==> src/rtl/decodifica_hamming.sv <==
// decodifica_hamming: two-stage pipelined Hamming(15,11) decoder with single-error correction.
//
// Codeword layout: Hamming position k (1..15) sits at entrada[15-k].
//   Parity bits: p1 = bit 14, p2 = bit 13, p4 = bit 11, p8 = bit 7.
//   Data bits:   {bit 12, bits 10:8, bits 6:0} form saida[10:0].
//
// Pipeline:
//   S1 registers the raw codeword and its syndrome.
//   S2 registers the corrected data, the syndrome and the correction flag.
//   The whole pipe stalls when the output holds a word that is not being taken.
//
// Optional feature, macro HAMMING_STATS_EN:
//   When defined, two saturating counters track delivered words and delivered
//   corrected words. limpa_contadores clears both, and the clear wins over an
//   increment in the same cycle. When undefined, cnt_* read 0 and
//   limpa_contadores is ignored.
//
// Ports:
//   clk, rst          clock (rising edge), asynchronous active-high reset
//   entrada           received 15-bit codeword
//   entrada_valid     entrada holds a word
//   entrada_ready     block accepts entrada this cycle
//   saida             corrected 11-bit data word
//   sindrome          {s8,s4,s2,s1} of the delivered word
//   corrigido         sindrome != 0; one bit was flipped
//   saida_valid       saida/sindrome/corrigido are valid
//   saida_ready       downstream accepts
//   limpa_contadores  synchronous clear of the statistics counters
//   cnt_palavras      words delivered (saturating)
//   cnt_corrigidos    corrected words delivered (saturating)

module decodifica_hamming #(
  parameter int unsigned CNT_W = 16
) (
  input  logic             clk,
  input  logic             rst,
  input  logic [14:0]      entrada,
  input  logic             entrada_valid,
  output logic             entrada_ready,
  output logic [10:0]      saida,
  output logic [3:0]       sindrome,
  output logic             corrigido,
  output logic             saida_valid,
  input  logic             saida_ready,
  input  logic             limpa_contadores,
  output logic [CNT_W-1:0] cnt_palavras,
  output logic [CNT_W-1:0] cnt_corrigidos
);

  // Each mask selects the codeword bits whose Hamming position has the
  // corresponding index bit set (parity bit included).
  localparam logic [14:0] MaskS1 = 15'h5555;
  localparam logic [14:0] MaskS2 = 15'h3333;
  localparam logic [14:0] MaskS4 = 15'h0F0F;
  localparam logic [14:0] MaskS8 = 15'h00FF;

  logic        avanca;

  logic [3:0]  sind_d;
  logic        s1_valid_q;
  logic [14:0] s1_word_q;
  logic [3:0]  s1_sind_q;

  logic [14:0] flip;
  logic [14:0] corr_word;
  logic [10:0] saida_d;
  logic        corr_d;

  logic        s2_valid_q;
  logic [10:0] saida_q;
  logic [3:0]  sind_q;
  logic        corr_q;

  // Whole-pipe stall: every stage advances only when the output slot is free
  // or being drained this cycle.
  assign avanca        = !s2_valid_q || saida_ready;
  assign entrada_ready = avanca;

  always_comb begin
    sind_d    = {^(entrada & MaskS8), ^(entrada & MaskS4),
                 ^(entrada & MaskS2), ^(entrada & MaskS1)};
  end

  always_comb begin
    flip = 15'd0;
    if (s1_sind_q != 4'd0) begin
      // Position s lives at bit 15-s.
      flip = 15'd1 << (4'd15 - s1_sind_q);
    end
    corr_word = s1_word_q ^ flip;
    saida_d   = {corr_word[12], corr_word[10:8], corr_word[6:0]};
    corr_d    = (s1_sind_q != 4'd0);
  end

  always_ff @(posedge clk or posedge rst) begin
    if (rst) begin
      s1_valid_q <= 1'b0;
      s1_word_q  <= 15'd0;
      s1_sind_q  <= 4'd0;
      s2_valid_q <= 1'b0;
      saida_q    <= 11'd0;
      sind_q     <= 4'd0;
      corr_q     <= 1'b0;
    end else if (avanca) begin
      s1_valid_q <= entrada_valid;
      s1_word_q  <= entrada;
      s1_sind_q  <= sind_d;
      s2_valid_q <= s1_valid_q;
      saida_q    <= saida_d;
      sind_q     <= s1_sind_q;
      corr_q     <= corr_d;
    end
  end

  assign saida       = saida_q;
  assign sindrome    = sind_q;
  assign corrigido   = corr_q;
  assign saida_valid = s2_valid_q;

`ifdef HAMMING_STATS_EN
  logic             entrega;
  logic [CNT_W-1:0] cnt_pal_q;
  logic [CNT_W-1:0] cnt_cor_q;

  assign entrega = s2_valid_q && saida_ready;

  always_ff @(posedge clk or posedge rst) begin
    if (rst) begin
      cnt_pal_q <= '0;
      cnt_cor_q <= '0;
    end else if (limpa_contadores) begin
      cnt_pal_q <= '0;
      cnt_cor_q <= '0;
    end else if (entrega) begin
      if (cnt_pal_q != '1) begin
        cnt_pal_q <= cnt_pal_q + CNT_W'(1);
      end
      if (corr_q && (cnt_cor_q != '1)) begin
        cnt_cor_q <= cnt_cor_q + CNT_W'(1);
      end
    end
  end

  assign cnt_palavras   = cnt_pal_q;
  assign cnt_corrigidos = cnt_cor_q;
`else
  logic unused_limpa;
  assign unused_limpa   = limpa_contadores;
  assign cnt_palavras   = '0;
  assign cnt_corrigidos = '0;
`endif

endmodule

==> config.mk <==
export PLATFORM = sky130hd
export DESIGN_NAME = decodifica_hamming
export DESIGN_NICKNAME = d
export VERILOG_FILES = /design/src/rtl/decodifica_hamming.sv
export SDC_FILE = /design/constraint.sdc
export NUM_CORES = 1
export LEC_CHECK = 0
export BUFFER_PORTS_ARGS = -buffer_cell sky130_fd_sc_hd__buf_2
export CAP_MARGIN = 40
export CORE_UTILIZATION = 50
export CTS_BUF_LIST = sky130_fd_sc_hd__clkbuf_2 sky130_fd_sc_hd__clkbuf_4 sky130_fd_sc_hd__clkbuf_8
export CTS_CLUSTER_SIZE = 14
export DETAILED_ROUTE_END_ITERATION = 12
export PLACE_DENSITY = 0.91
export SYNTH_ARGS = -nofsm -noshare
export SYNTH_HDL_FRONTEND = slang
export SYNTH_SLANG_ARGS = --single-unit
==> constraint.sdc <==
create_clock -name clk -period 1.5 [get_ports clk]
set_clock_uncertainty 0.15 [all_clocks]
set_input_delay 0.3 -clock clk [delete_from_list [all_inputs] [get_ports clk]]
set_output_delay 0.3 -clock clk [all_outputs]
set_load 0.01 [all_outputs]
== Yosys cells after proc, flatten, opt, wreduce, memory -nomap -nowiden ==
Index checks and enable logic that the tools add are counted.

* Register bits after elaboration: 35
* Input bits: 20
* Output and inout port bits: 50
* Logic and storage cells: 18

* Add/subtract/negate cells: 1
* Shifts and indexed selects: 1
* Muxes and demuxes: 1
* Bitwise gates (word level): 1
* Reductions and logical operators: 7

{| class="wikitable"
|+ Operator list
! cell !! count
|-
| 15-bit XOR reduction || 4
|-
| 13-bit 2-to-1 mux || 1
|-
| 1-bit by 4-bit << shifter with 13-bit output, first input constant || 1
|-
| 13-bit bitwise XOR || 1
|-
| 4-bit nonzero test || 1
|-
| 4-bit subtractor, first input constant || 1
|-
| 1-bit logical NOT || 1
|-
| 1-bit logical OR || 1
|}

== Depth between registers and ports, before layout ==
Gate-level depths: netlist of the first run.

* Depth after elaboration: 4
* Mapped depth: 6
* Mapped depth without buffers: 4

== Worst setup path after synthesis of the first run ==
No wires, ideal clock.

* Path kind: flip-flop to output port
* Start point: register s2_valid_q (netlist: saida_valid)
* End point: output entrada_ready
* Arrival: 923 ps
* Data required time: 1050 ps
* Slack: 127 ps
* Stages on the path, launching flop included: 5
* Buffers on the path: 2
* Path through: dfrtp_1 nor2b_1 buf_2 inv_2 buf_2

* Longest elaborated chain between the ends: 2

{| class="wikitable"
|+ RTL lines
! element !! RTL line !! source
|-
| from (decl) || 69 || <nowiki>logic s2_valid_q;</nowiki>
|-
| from (signal assigned) || 108 || <nowiki>s2_valid_q <= s1_valid_q;</nowiki>
|-
| 1-bit logical NOT || 76 || <nowiki>assign avanca = !s2_valid_q || saida_ready;</nowiki>
|-
| 1-bit logical OR || 76 ||
|-
| to (decl) || 39 || <nowiki>output logic entrada_ready,</nowiki>
|}

Every way passes these cells.

== Final worst setup path of the first run ==
Same ends and word-level chain as after synthesis.

==> summary.md, run 1 <==
| Metric | Value |
|---|---|
| Status | complete, no violations |
| Buffer and inverter count on the worst path | 2 |
| Yosys cell types | 23 |
| GRT Util Overall | 19.0% |
| CP Max Fanout | 2 |
| Clk pin slew, worst setup/hold paths | 0.10 ns |
| Starting DRC count in detailed routing | 43 |
| VDD IR max | 582 uV |
| Max-cap violation count | 0 |
| Layout filler cell count | 319 |
| Max incr delay on CP | 0.36 ns |
| Clk Tree Root Cell | clkbuf_4 |
| Die ar. | 0.00390 mm^2 |
| Synthesized flop and latch total | 33 |
| Inserted Clock Buffers | 5 |
| Share of cells above drive strength 1 | 24.1% |
| Initial Util | 53.5% |
| WP data arrival | 1.03 ns |
| Sw Ratio | 35.6% |
| Row cnt | 21 |
| Wire per inst | 11.0 um |
| Tot Pwr | 2.86 mW |
| Fin crit period | 1.48 ns |
| Via density | 4.54 |
| Post-synthesis async set-or-reset flop share | 100% |
| Clock Latency Late Sink | 0.34 ns |
| CTS tree | built |
| DIE HEIGHT | 62.5 um |
| Hold Crit Class | input pin to register |
| Fin. max-slew vios | 0 |
| Non-filler cells, final | 299 |
| Port-buffer cells | 36 |
| Final setup viols | 0 |
| Peak Freq | 676 MHz |
| Vias in the first global route | 1263 |
| Worst path slowest cell | dfrtp_1 |
| Largest net degree at the start of global routing | 35 |
| Routability cong. | 0.770 |
| Cells after synthesis | 208 |
| DR pass1 iterations | 4 |
| Req. time, crit path | 1.05 ns |
| Critical path endpoint category | output pin |
| EDFF count, synth | 0 |
| Area growth from synthesis to layout | 14.3% |
| Comb pwr share | 34.3% |
| RSZ-0062 raised after global routing | true |
| Clock power share | 19.8% |
| Seq/Total Area, Yosys | 45.2% |
| Final core utilization | 61.2% |
| CP cell instances | nor2b_4, inv_4, buf_6 |
| Power Density | 1370 mW/mm^2 |
| Die W | 62.5 um |
| Inst Count DP | 288 |
| CTS H-Tree Depth | 2 |
| Synthesized cell area | 0.00183 mm^2 |
| CP startpoint kind | register |
| Tcrit/Tclk final | 98.6% |
| CTS Buffer Depth | 2 |
| Initial antenna violation count | 0 |
| Nets | 272 |
| Overflow left after global routing | 0 |
| ANT nets after route | 0 |
| Ant. Diodes | 0 |
| Core Box Area | 0.00342 mm^2 |
| IO Count | 70 |
| Synthesis Warnings | 0 |
| Total number of vias | 1358 |
| Detailed Place HPWL | 2470 um |
| Critical path class | register to output pin |
| Int Pwr | 1.84 mW |
| Post-Route WL | 3280 um |
| Avg Inst Size Synth | 8.79 um^2 |
| Leakage power | 1.02 nW |
| First-pass GRT wire length | 5630 um |
| Synth Flop Type | dfrtp_1 |
| Net Sw Power | 1.02 mW |
| Sequential power share | 45.9% |
| Residual DRC | 0 |
| Sink Count | 33 |
| Setup TNS | 0 ns |
| Largest delay contributor family on the critical path | flip-flops |
| Final hold vios | 0 |
==> synthesized netlist by cell type (all sizes together), types with 2 or more instances <==
master   n  area share [%]
a21oi    3            0.82
a31oi    4             1.4
buf     36              14
clkbuf   3            0.62
dfrtp   33              45
inv      2            0.41
nand2   59              12
nand2b   5             1.7
nor2    11             2.3
nor3     2            0.55
o21ai   13             3.6
or3      4             1.4
xnor2   28              14
==> metrics by stage <==
stage / setup slack (ns) / hold slack, ns / instance area [um^2]
floorplan: 0.127 / 0.262 / 1940
global placement: 0.138 / 0.255 / 1970
detailed placement: 0.0787 / 0.256 / 1970
CTS: 0.00833 / 0.00285 / 2080
global route: -0.0271 / 0.0237 / 2090
finish: 0.0207 / 0.00903 / 2090
==> path summary, 6_finish.rpt <==
| path | from | to | slack (ns) | cells past startpoint |
|---|---|---|---|---|
| worst max-delay path | saida_valid | entrada_ready | 0.02 | 3 |
| worst min-delay path | entrada_valid | s1_valid_q | 0.009 | 3 |
| min in group asynchronous | rst | saida[9] | 0.43 | 4 |
| max in group asynchronous | rst | s1_sind_q[0] | 0.46 | 4 |
| worst max register to register | s1_sind_q[1] | saida[2] | 0.08 | 3 |
| worst min register to register | sindrome[1] | sindrome[1] | 0.32 | 2 |
==> what timing repair did <==
item                       in CTS  in global routing
pin swaps                       0                  0
setup endpoints to repair       1                  4
cloned                          0                  0
setup buffers                   2                  0
hold buffers                    1                  0
resized for setup               3                  4
hold endpoints to repair       33                  0
==> cells by family (layout without fill, tap and decap cells) <==
group                  count (synthesis)  in the layout  share of synthesized area [%]
buffers and inverters                 41             55                           15.3
flip-flops                            33             33                           45.2
AND/OR/NAND/NOR                       84             84                           19.3
XOR/XNOR                              29             29                           14.3
other                                  1             32                          0.205
AO/OA/AOI/OAI                         20             20                           5.75
==> power by group through the flow <==
stage	sequential [mW]	combinational [mW]	clock (mW)
after floorplan	1.37	0.601	0
after global placement	1.30	0.937	0
after detailed placement	1.33	0.964	0
after CTS	1.31	0.986	0.579
after global routing	1.35	1.09	0.625
final	1.31	0.981	0.566
==> layout by cell type, fill, tap and decap left out <==
cell           instances
nand2_1               57
buf_2                 35
conb_1                32
dfrtp_1               30
xnor2_1               27
nor2_1                11
o21ai_0                9
buf_4                  7
nand2b_1               5
clkbuf_4               5
or3_1                  4
o21ai_1                4
a31oi_1                3
a21oi_1                3
dfrtp_2                3
nand2_2                2
nor3_1                 2
clkbuf_8               2
nor2b_4                1
inv_4                  1
nand4_1                1
xor2_1                 1
a31oi_2                1
inv_1                  1
nor4_1                 1
xnor2_2                1
clkinv_2               1
dlygate4sd3_1          1
buf_6                  1
buf_12                 1
==> final cells by class <==
| class | instances | area (um^2) | area share (%) |
|---|---|---|---|
| Clock buffer | 7 | 65.1 | 3.11 |
| Clock inverter | 1 | 5.00 | 0.240 |
| Inverter | 2 | 10.0 | 0.479 |
| Multi-Input combinational cell | 165 | 853 | 40.8 |
| Sequential cell | 33 | 830 | 39.7 |
| Tap cell | 46 | 57.6 | 2.75 |
| Timing Repair Buffer | 45 | 269 | 12.9 |
==> metal layers <==
metal	routed length, um	global-route usage [%]	part of all wire [%]
met4	64	6.98	2.0
met2	1610	31.7	49
met3	189	6.39	5.8
met1	1420	22.6	43
met5	0	0	0
==> tightest hold or removal path, cell delays in order <==
cell and delay, ns:
buf_2 0.08, nand2_1 0.04, nand2_1 0.06
==> state kept, by name, indices dropped and copies added, names as in the netlist <==
signal       cells
s1_word_q       11
saida           11
s1_sind_q        4
sindrome         4
corrigido        1
s1_valid_q       1
saida_valid      1
(Power assumes the default switching activity.)
==> run 2, diff against run 1 <==
--- a/config.mk
+++ b/config.mk
@@ -9,3 +9,5 @@
 export CAP_MARGIN = 40
-export CORE_UTILIZATION = 50
+export CELL_PAD_IN_SITES_DETAIL_PLACEMENT = 1
+export CELL_PAD_IN_SITES_GLOBAL_PLACEMENT = 2
+export CORE_UTILIZATION = 28
 export CTS_BUF_LIST = sky130_fd_sc_hd__clkbuf_2 sky130_fd_sc_hd__clkbuf_4 sky130_fd_sc_hd__clkbuf_8
@@ -13,3 +15,3 @@
 export DETAILED_ROUTE_END_ITERATION = 12
-export PLACE_DENSITY = 0.91
+export PLACE_DENSITY = 0.9
 export SYNTH_ARGS = -nofsm -noshare
==> constraint.sdc (replaced) <==
create_clock -name clk -period 1.5 [get_ports clk]
set_clock_uncertainty 0.15 [all_clocks]
set_input_delay 0.225 -clock clk [delete_from_list [all_inputs] [get_ports clk]]
set_output_delay 0.225 -clock clk [all_outputs]
set_load 0.01 [all_outputs]
==> run 2 against run 1 <==
Net effect:
- count of clock-buffer cells in the layout unchanged
- setup slack improved by 0.055 ns
- combinational power is 4.2% lower
- maximum frequency increased by 3.9%
- largest cell class unchanged
- hold slack gained 0.0086 ns
- core utilization decreased by 27 points
- flip-flop and latch count unchanged
==> summary.md, run 2 (synthesis gave the netlist of run 1 again) <==
| Metric | Value |
|---|---|
| Status | complete, no violations |
| Most frequent cells in the layout | nand2_1 (57), buf_2 (36), conb_1 (32), dfrtp_1 (32), xnor2_1 (27) |
| Share of cells above drive strength 1 | 22.9% |
| ANT nets after route | 0 |
| Final setup viols | 0 |
| Residual DRC | 0 |
| Layout filler cell count | 806 |
| Cells on worst reg2reg path | 3 |
| Max incr delay on CP | 0.49 ns |
| Inserted Clock Buffers | 5 |
| Die W | 82.8 um |
| CP Max Fanout | 8 |
| Wire per inst | 11.1 um |
| DR pass1 iterations | 4 |
| VDD IR max | 449 uV |
| Inst Count DP | 317 |
| Req. time, crit path | 1.56 ns |
| Area growth from synthesis to layout | 17.7% |
| Final core utilization | 34.1% |
| Post-Route WL | 3670 um |
| Worst hold path stage count | 3 |
| Vias in the first global route | 1281 |
| DIE HEIGHT | 82.8 um |
| Final hold vios | 0 |
| Commonest non-fill, non-tap cell in the layout | nand2_1 |
| Leakage power | 1.04 nW |
| Critical path class | register to register |
| Initial Util | 29.0% |
| Tcrit/Tclk final | 95.0% |
| WHS Endpoint | s1_word_q[5] |
| Detailed Place HPWL | 2760 um |
| IO Count | 70 |
| Initial antenna violation count | 0 |
| Setup TNS | 0 ns |
| Clk pin slew, worst setup/hold paths | 0.06 ns |
| FF-to-FF setup slack | 0.08 ns |
| Clock Latency Late Sink | 0.29 ns |
| Ant. Diodes | 0 |
| CP cell instances | nand2b_1, or3_1, a31oi_1 |
| Non-filler cells, final | 330 |
| Clk Tree Root Cell | clkbuf_8 |
| Routability cong. | 0.712 |
| CTS tree | built |
| Nets | 273 |
| Die ar. | 0.00686 mm^2 |
| Overflow left after global routing | 0 |
| Peak Freq | 702 MHz |
| RSZ-0062 raised after global routing | false |
| Fin crit period | 1.42 ns |
| Core Box Area | 0.00631 mm^2 |
| Critical path endpoint category | register |
| Hold_sp | entrada[5] |
| Reg-to-reg endpoint | saida[2] |
| Fin. max-slew vios | 0 |
| Starting DRC count in detailed routing | 53 |
| RR Startpoint | s1_sind_q[1] |
| First-pass GRT wire length | 6040 um |
| Min Hold Slack | 0.0176 ns |
| Port-buffer cells | 36 |
| Hold Crit Class | input pin to register |
| GRT Util Overall | 11.3% |
| Largest net degree at the start of global routing | 35 |
| Row cnt | 29 |
| CTS H-Tree Depth | 2 |
| CTS Buffer Depth | 2 |
| WP data arrival | 1.48 ns |
| Via density | 4.13 |
| Power Density | 1380 mW/mm^2 |
| Total number of vias | 1362 |
| Worst path slowest cell | dfrtp_1 |
| CP startpoint kind | register |
| Sink Count | 33 |
| Max-cap violation count | 0 |
-- run 2: metal layers --
metal	routed length, um	GRT usage (%)	vias to the layer above
li1	-	-	676
met1	1640	13.8	632
met2	1710	17.4	46
met3	226	3.78	8
met4	91	6.58	0
met5	0	0	-
-- run 2: worst max path at each step --
stage | slack (ns) | start | end
2_1_floorplan | 0.20 | saida_valid | saida[0]
3_5_place_dp | 0.11 | s1_sind_q[0] | saida[1]
6_report | 0.08 | s1_sind_q[1] | saida[2]
3_3_place_gp | 0.11 | s1_sind_q[0] | saida[1]
5_1_grt | 0.001 | s1_sind_q[1] | saida[9]
4_1_cts | 0.007 | saida_valid | entrada_ready
-- run 2: cell type report --
type | instances | area [um^2] | share of cell area (%)
timing repair buffer | 46 | 273 | 12.7
inverter | 2 | 10.0 | 0.465
clock buffer | 7 | 90.1 | 4.19
sequential | 33 | 827 | 38.5
multi-input combinational | 165 | 855 | 39.7
tap | 77 | 96.3 | 4.48
-- run 2: critical path: cells and delay by family (launching register included) --
family	cells	cell delay [ns]
DFF	1	0.49
AOI/OAI and AO/OA	1	0.16
and+or+nand+nor	2	0.55
-- run 2: metrics by stage --
stage,total power [mW],setup slack (ns),instance area (um^2)
2_1_floorplan,1.97,0.198,1940
3_3_place_gp,2.23,0.109,1990
3_5_place_dp,2.26,0.106,1990
4_1_cts,2.96,0.00707,2110
5_1_grt,3.18,0.000958,2150
6_report,2.96,0.0756,2150
-- run 2: what timing repair did --
item / CTS / global route
hold buffers: 2 / 0
setup endpoints to repair: 1 / 3
buffers inserted: 0 / 4
hold endpoints to repair: 34 / 0
gates resized for setup: 1 / 3
-- run 2: where the power goes --
group	total, mW	internal [mW]	switching, mW
Combinational	0.940	0.422	0.517
Sequential	1.33	1.12	0.205
Clock	0.691	0.382	0.309
Total	2.96	1.93	1.03
